[src/rtl/multicycle_control.sv]
// Multi-cycle FETCH/DECODE/EXEC/MEM/WB controller with internal instruction memory,
// data memory, register file and ALU. Define CTRL_BRANCH_EN to add the BEQ instruction (op 0x02).
module multicycle_control #(
   parameter int DW         = 32,
   parameter int NREG       = 4,
   parameter int RAW        = 2,
   parameter int IMEM_DEPTH = 8,
   parameter int IAW        = 3,
   parameter int DMEM_DEPTH = 8,
   parameter int DAW        = 3
) (
   input  logic               CLK,
   input  logic               RST,
   input  logic               start,
   input  logic [NREG*DW-1:0] reg_init,
   input  logic               im_we,
   input  logic [IAW-1:0]     im_waddr,
   input  logic [DW-1:0]      im_wdata,
   output logic [NREG*DW-1:0] reg_flat,
   output logic [DW-1:0]      alu_a,
   output logic [DW-1:0]      alu_b,
   output logic [DW-1:0]      alu_out,
   output logic [IAW:0]       pc,
   output logic               busy,
   output logic               done,
   output logic               addr_err
);

   localparam logic [7:0] OP_ADD   = 8'h20;
   localparam logic [7:0] OP_SUB   = 8'h10;
   localparam logic [7:0] OP_SLA   = 8'h08;
   localparam logic [7:0] OP_SRA   = 8'h04;
   localparam logic [7:0] OP_STORE = 8'h40;
   localparam logic [7:0] OP_LOAD  = 8'h80;
   localparam logic [7:0] OP_HALT  = 8'h01;

   typedef enum logic [2:0] {
      S_IDLE, S_FETCH, S_DECODE, S_EXEC, S_MEM, S_WB, S_DONE
   } state_t;

   state_t state, state_nxt;

   logic [DW-1:0] ir, mdr;
   logic [DW-1:0] rf   [NREG];
   logic [DW-1:0] dmem [DMEM_DEPTH];
   logic [DW-1:0] imem [IMEM_DEPTH];

   logic [7:0]     op;
   logic [RAW-1:0] rs, rt, rd;
   logic [IAW:0]   pc_inc;
   logic           last, mem_ok, is_alu, is_mem;

   assign op     = ir[31:24];
   assign rs     = ir[16 +: RAW];
   assign rt     = ir[8 +: RAW];
   assign rd     = ir[0 +: RAW];
   assign pc_inc = pc + (IAW+1)'(1);
   assign last   = (pc_inc == (IAW+1)'(IMEM_DEPTH));
   assign mem_ok = (alu_out < DW'(DMEM_DEPTH));
   assign is_alu = (op == OP_ADD) || (op == OP_SUB) || (op == OP_SLA) || (op == OP_SRA);
   assign is_mem = (op == OP_LOAD) || (op == OP_STORE);

`ifdef CTRL_BRANCH_EN
   localparam logic [7:0] OP_BEQ = 8'h02;
   logic             is_beq, br_take, br_ok;
   logic [IAW+9:0]   br_tgt;
   assign is_beq  = (op == OP_BEQ);
   assign br_take = (alu_a == alu_b);
   // Wide enough that a negative target shows up as a set MSB.
   assign br_tgt  = {9'b0, pc_inc} + {{(IAW+2){ir[7]}}, ir[7:0]};
   assign br_ok   = !br_tgt[IAW+9] && (br_tgt < (IAW+10)'(IMEM_DEPTH));
`else
   logic unused_bits;
   assign unused_bits = ^ir[7:RAW];
`endif

   always_comb begin
      state_nxt = state;
      case (state)
         S_IDLE:   if (start) state_nxt = S_FETCH;
         S_FETCH:  state_nxt = S_DECODE;
         S_DECODE: begin
            if (op == OP_HALT)           state_nxt = S_DONE;
            else if (is_alu || is_mem)   state_nxt = S_EXEC;
`ifdef CTRL_BRANCH_EN
            else if (is_beq)             state_nxt = S_EXEC;
`endif
            else                         state_nxt = last ? S_DONE : S_FETCH;
         end
         S_EXEC: begin
            if (is_mem)       state_nxt = S_MEM;
`ifdef CTRL_BRANCH_EN
            else if (is_beq)  state_nxt = br_take ? (br_ok ? S_FETCH : S_DONE)
                                                  : (last ? S_DONE : S_FETCH);
`endif
            else              state_nxt = S_WB;
         end
         S_MEM:    state_nxt = (op == OP_LOAD) ? S_WB : (last ? S_DONE : S_FETCH);
         S_WB:     state_nxt = last ? S_DONE : S_FETCH;
         S_DONE:   state_nxt = S_IDLE;
         default:  state_nxt = S_IDLE;
      endcase
   end

   assign busy = (state != S_IDLE) && (state != S_DONE);
   assign done = (state == S_DONE);

   always_comb begin
      alu_out = alu_a + alu_b;
      case (op)
         OP_SUB: alu_out = alu_a - alu_b;
         OP_SLA: alu_out = (alu_b >= DW'(DW)) ? '0 : (alu_a << alu_b);
         OP_SRA: alu_out = (alu_b >= DW'(DW)) ? {DW{alu_a[DW-1]}}
                                              : DW'($signed(alu_a) >>> alu_b);
         default: ;
      endcase
   end

   always_comb begin
      reg_flat = '0;
      for (int unsigned i = 0; i < NREG; i++) reg_flat[i*DW +: DW] = rf[i];
   end

   always_ff @(posedge CLK) begin
      if (im_we && state == S_IDLE) imem[im_waddr] <= im_wdata;
   end

   always_ff @(posedge CLK or negedge RST) begin
      if (!RST) begin
         state    <= S_IDLE;
         pc       <= '0;
         alu_a    <= '0;
         alu_b    <= '0;
         ir       <= '0;
         mdr      <= '0;
         addr_err <= 1'b0;
         for (int unsigned i = 0; i < NREG; i++) rf[i] <= '0;
         for (int unsigned i = 0; i < DMEM_DEPTH; i++) dmem[i] <= DW'(i);
      end else begin
         state <= state_nxt;
         case (state)
            S_IDLE: if (start) begin
               pc       <= '0;
               addr_err <= 1'b0;
               for (int unsigned i = 0; i < NREG; i++) rf[i] <= reg_init[i*DW +: DW];
            end
            S_FETCH: ir <= imem[pc[IAW-1:0]];
            S_DECODE: begin
               if (op == OP_ADD || op == OP_SUB) begin
                  alu_a <= rf[rs];
                  alu_b <= rf[rt];
               end else if (op == OP_SLA || op == OP_SRA) begin
                  alu_a <= rf[rs];
                  alu_b <= {{(DW-8){1'b0}}, ir[15:8]};
               end else if (is_mem) begin
                  alu_a <= {{(DW-8){1'b0}}, ir[23:16]};
                  alu_b <= '0;
`ifdef CTRL_BRANCH_EN
               end else if (is_beq) begin
                  alu_a <= rf[rs];
                  alu_b <= rf[rt];
`endif
               end else if (op != OP_HALT) begin
                  pc <= pc_inc;
               end
            end
`ifdef CTRL_BRANCH_EN
            S_EXEC: if (is_beq) begin
               // An out-of-range taken target ends the run with pc left at the branch.
               if (!br_take)   pc <= pc_inc;
               else if (br_ok) pc <= br_tgt[IAW:0];
            end
`endif
            S_MEM: begin
               if (!mem_ok) addr_err <= 1'b1;
               if (op == OP_LOAD) begin
                  mdr <= mem_ok ? dmem[alu_out[DAW-1:0]] : '0;
               end else begin
                  if (mem_ok) dmem[alu_out[DAW-1:0]] <= rf[rt];
                  pc <= pc_inc;
               end
            end
            S_WB: begin
               if (op == OP_LOAD) rf[rt] <= mdr;
               else               rf[rd] <= alu_out;
               pc <= pc_inc;
            end
            default: ;
         endcase
      end
   end

endmodule

[config.mk]
export PLATFORM = sky130hd
export DESIGN_NAME = multicycle_control
export DESIGN_NICKNAME = d
export VERILOG_FILES = /design/src/rtl/multicycle_control.sv
export SDC_FILE = /design/constraint.sdc
export NUM_CORES = 2
export LEC_CHECK = 0
export CAP_MARGIN = 30
export CORE_MARGIN = 1.5
export CORE_UTILIZATION = 40
export DETAILED_ROUTE_END_ITERATION = 7
export SLEW_MARGIN = 20
export SYNTH_ARGS = -nofsm -noshare
export SYNTH_HDL_FRONTEND = slang
export SYNTH_SLANG_ARGS = --single-unit
[constraint.sdc]
create_clock -name CLK -period 7.34 [get_ports CLK]
set_input_delay 1.101 -clock CLK [delete_from_list [all_inputs] [get_ports CLK]]
set_output_delay 1.101 -clock CLK [all_outputs]
set_load 0.01 [all_outputs]
After elaboration in Yosys (flattened, before gate mapping)
Memories as Yosys holds them, arrays and structs flattened. A register that Yosys moved wholly into a read port is not among the register bits.
Cells that the tools add are included.

word-level totals
  input bits = 167
  logic and storage cells = 135
  RAM bits = 256
  register bits = 488
  memories = 1

operators by class
  shifts and indexed selects = 2
  $lt $le $gt $ge = 9
  eq/ne operators = 23
  muxes and demuxes = 50
  add/sub/neg operators = 3
  reductions and logical operators = 24
  bitwise logic cells = 5

memories
  memory  words  bits a word  read ports  clocked after memory_dff  write ports  RTL line  source
  imem    8      32           1           1                         1            46        logic [DW-1:0] imem [IMEM_DEPTH];

operator list
  operator                                                      count
  2-to-1 mux 32 bit                                             18
  bitwise mux 128 bit                                           2
  bitwise mux 256 bit                                           1
  2-to-1 mux 128 bit                                            2
  one-hot mux 128 bit (2 select lines)                          1
  binary-select mux 32 bit (select 2 bit)                       2
  demux 32 bit (select 2 bit)                                   2
  binary-select mux 32 bit (select 3 bit)                       1
  demux 32 bit (select 3 bit)                                   1
  one-hot mux 32 bit (3 select lines)                           1
  adder 32 bit                                                  1
  >= comparator 32 x 6 -> 1 bit (second input constant)         1
  less-than comparator 32 x 4 -> 1 bit (second input constant)  1
  left shift 32 x 32 -> 32 bit                                  1
  >>> shifter 32 x 32 -> 32 bit                                 1
  subtractor 32 bit                                             1
  2-to-1 mux 4 bit                                              6
  one-hot mux 3 bit (6 select lines)                            1
  one-hot mux 4 bit (4 select lines)                            1
  2-to-1 mux 3 bit                                              5
  inequality test 2 bit (second input constant)                 7
  equality test 3 bit (second input constant)                   3
  >= comparator 3 bit (second input constant)                   3
  NOT 2 -> 3 bit                                                3
  30 further kinds                                              50

Logic depth before layout (Yosys ltp)
  word-level depth = 9
  mapped depth = 28
  mapped depth without buffers = 20

Least setup slack after synthesis
No wires, ideal clock.

  path type = reg2reg
  start = reg alu_b[0]
  end = reg dmem[100] (netlist name)
  cell stages (with the launch flop) = 24
  data arrival time = 5956 ps
  data required time = 7212 ps
  path slack = 1256 ps
  buffers on the path = 5
  cell sequence = dfrtp_1 buf_2 buf_4 buf_6 or3_1 nor4_2 nand2_1 or4_1 nor2b_1 xnor2_1 ha_1 clkbuf_1 and2_1 nor2_1 o21ai_0 o31a_1 xnor2_1 nor2_1 a221o_1 nor4_2 nand4b_4 nor4_4 buf_6 mux2_1

between the ends
  elaborated cells on any way between the ends = 17

RTL lines
  item                                                         RTL line  source
  start, declared                                              21        output logic [DW-1:0] alu_b,
  start signal, assigned                                       151       alu_b <= rf[rt];
  start signal, assigned                                       154       alu_b <= {{(DW-8){1'b0}}, ir[15:8]};
  >= comparator 32 x 6 -> 1 bit, or another cell as far along  112, 113
  2-to-1 mux 32 bit (on tied branches)                         113, 112
  one-hot mux 32 bit (3 select lines) *                        110       case (op)
  net alu_out[18]                                              22        output logic [DW-1:0] alu_out,
  less-than comparator 32 x 4 -> 1 bit *                       59        assign mem_ok = (alu_out < DW'(DMEM_DEPTH));
  AND reduction 3 bit (no source line) *                       -
  end signal, assigned by index                                179       if (mem_ok) dmem[alu_out[DAW-1:0]] <= rf[rt];
  end, declared                                                45        logic [DW-1:0] dmem [DMEM_DEPTH];

Mark *: on every way through the listed nets, which the timed path passes. The rest lies on a longest branch.
A chain may end at the register's enable or synchronous reset.

Final worst setup path
  start = reg alu_b[6]
  end = out alu_out[30]

between the ends
  longest elaborated chain between the ends = 3
  elaborated cells on any way between the ends = 8

ends and longest elaborated chain
  item                                                         RTL line
  >= comparator 32 x 6 -> 1 bit, or another cell as far along  112, 113
  2-to-1 mux 32 bit (on tied branches)                         113, 112
  one-hot mux 32 bit (3 select lines) *                        110
  end, declared                                                22

Every way passes the cells marked *; elsewhere a longest branch is shown, timed or not.

==> results_dict.tcl <==
set metrics [dict create \
    antenna_found_initial 7 \
    fin_ws_ns 0.185 \
    crit_arrival_ns 6.05 \
    clock_sinks 722 \
    worst_r2r_path_depth 20 \
    tightestPinTransition_ns 1.14 \
    rsz0062_at_grt "no" \
    synth_top_area_cell "dfrtp_1" \
    syn-cell-area_sq_mm 0.0398 \
    dp_hpwl_microns 115000 \
    clock.fmax_ghz 0.140 \
    hold_start "mdr[29]" \
    clk_latency_ns 0.65 \
    via_per_inst 6.40 \
    clockBufferDepth 3 \
    avgRoutedWirePerCell_microns 31.8 \
    synthCells 3419 \
    p_leak_nw 19.6 \
    fin_skew_ns 0.0287 \
    async_reset_ff_share_pct 71.2 \
    finalSetupTns_ns 0 \
    dp_slack_ns 0.749 \
    worst_r2r_endpoint "dmem[116]" \
    power-per-cell-area_mw_per_mm2 507 \
    fin_crit_sh_pct 97.5 \
    place.gp.congestion 1.04 \
    die_y_microns 318 \
    design.core.area_sq_mm 0.0986 \
    grt_overflow_total 0 \
    ir_drop_mv 0.326 \
    timing.rr.start "alu_b[6]" \
    final.min_clock_period_ns 7.16 \
    first_iter_violations 4362 \
    finalHoldViolations 0 \
    hold_path.class "register to register" \
    ios 398 \
    nets 3984 \
    max_cap_viol_count 0 \
    dr.pass1.iters 8 \
    cts_buffers 76 \
    drc 8 \
    port_buffers 391 \
    yosysTopAreaCellShare_pct 31.6 \
    ys_ff_latch 722 \
    die_x_microns 318 \
    areaGrowthSynthToFinish_pct 21.1 \
    tritoncts "yes" \
    initial_utilization_pct 40.4 \
    ys_seq_area_share_pct 48.0 \
    rows 115 \
    drt_wl_total_microns 163000 \
    min_to "mdr[29]" \
    die-area_sq_mm 0.101 \
    setup_viol 0 \
    postCtsSetupBuffers 0 \
    hold_depth 2 \
    synth_edf_count 208 \
    crit_type "register to output pin" \
    outcome "finished, violations left" \
    cts_max_level 3 \
    final_max_slew_viol_count 0 \
    crit_fanout 9 \
    ys_top_cells_by_area "dfrtp_1 32%, edfxtp_1 16%, mux4_2 8.2%" \
    grt_max_degree 177 \
    drive_gt1_share_pct 17.6 \
    r2r_setup_slack_ns 0.67 \
    cts_root_buf "clkbuf_16" \
    grt_pass1_wl_microns 233000 \
    via_count 32789 \
    syn-num-nets 3620 \
    hold_slack_ns 0.479 \
    end_kind "output pin" \
    clkTransAtPathRegs_ns 0.06 \
    synth_cell_type_count 93 \
    final_cell_mix "492 x dfrtp_1, 405 x nand2_1, 390 x clkdlybuf4s50_1, 263 x o21ai_0, 208 x edfxtp_1" \
    crit_path_start_kind "register" \
    required_ns 6.24 \
    postLayoutCoreUtil_pct 48.9 \
    yosysWarnings 0 \
    grt_use_total_pct 31.6 \
    grt_pass1_vias 31956 \
    max_slew_margin_pct 24.0 \
    final_common_cell "dfrtp_1" \
    final_area_sq_mm 0.0482 \
    synthFlopType "dfrtp_1" \
    ant_nets 0 \
    place_area_sq_mm 0.0457 \
    syn_avg_cell_area_sq_um 11.6 \
    violations "design-rule violations" \
]
-- metrics by stage --
step	instances	total power [mW]
floorplan	3419	12.9
global placement	4987	20.2
detailed placement	4991	20.2
CTS	5124	24.1
global route	5126	25.3
finish	5127	24.4
-- cells by family after synthesis --
group	after synthesis	synth area share, %
compound gates	862	14.6
simple gates	798	9.64
flops	722	48.0
mux	647	21.9
buf+inv	299	3.39
xor+xnor	57	1.25
fa+ha+maj	34	1.09
-- state kept, by name (all words and copies together), names as in the netlist --
register and count:
alu_b 32, pc 4, reg_flat 128, mdr 32
dmem 256, ir 26, imem 208, alu_a 32
addr_err 1, state 3
-- critical path, stage by stage (launching register included) --
cell and delay (ns):
dfrtp_1 0.53, or3_1 0.53, nor4_2 0.31, buf_4 0.21, nand2_1 0.07, or4_1 0.44, nor2b_1 0.16, xnor2_1 0.13
ha_1 0.41, and2_1 0.20, nor2_1 0.21, o21ai_0 0.19, o31ai_2 0.33, nand2_1 0.15, a211oi_1 0.31, xor2_1 0.11
o21a_2 0.31, inv_1 0.19, clkdlybuf4s50_1 0.62
-- worst max-delay path by stage --
stage | startpoint | slack, ns | end
after global placement | ir[27] | 0.67 | alu_out[21]
after CTS | alu_b[6] | 0.06 | alu_out[30]
after global routing | alu_b[6] | 0.01 | alu_out[30]
after floorplan | alu_b[0] | 1.26 | dmem[100]
final | alu_b[6] | 0.18 | alu_out[30]
after detailed placement | alu_b[6] | 0.75 | dmem[127]
-- Yosys cell counts (25+ instances only) --
library cell and count:
dfrtp_1 502, nand2_1 406, o21ai_0 265, edfxtp_1 208
mux2_1 195, clkbuf_1 181, mux2_2 153, mux2i_1 153
mux4_2 145, nor2_1 144, a21oi_1 129, a222oi_1 114
nor3_1 49, o22ai_1 46, and3_1 41, o21ai_1 41
buf_2 37, a221o_1 36, ha_1 33, xor2_1 33
nand3_1 29, o211ai_1 27, o31ai_1 25
-- metal layers --
metal / wire [microns] / GRT usage (%) / vias up
li1: - / - / 13946
met1: 66700 / 43.9 / 16507
met4: 7460 / 13.5 / 6
met3: 17600 / 7.61 / 379
met5: 35 / 0 / -
met2: 71200 / 46.9 / 1951
-- area by class of cell --
cell class / instances / area (sq um)
Inverter: 24 / 90.1
Timing Repair Buffer: 561 / 5370
Fill cell: 8856 / 50400
Clock inverter: 21 / 229
Multi-Input combinational cell: 2398 / 19600
Clock buffer: 112 / 2200
Antenna cell: 2 / 5.00
Sequential cell: 722 / 19100
Tap cell: 1287 / 1610
-- power by group --
| group | switching, mW | internal, mW |
|---|---|---|
| sequential | 0.864 | 4.64 |
| clock | 1.65 | 2.16 |
| combinational | 9.46 | 5.68 |
-- repair_timing --
action | 4_1_cts | 5_1_grt
resized for setup | 0 | 3
hold buffers | 0 | 0
setup endpoints to repair | 0 | 2
No activity file was read; power rests on OpenSTA's default activity.
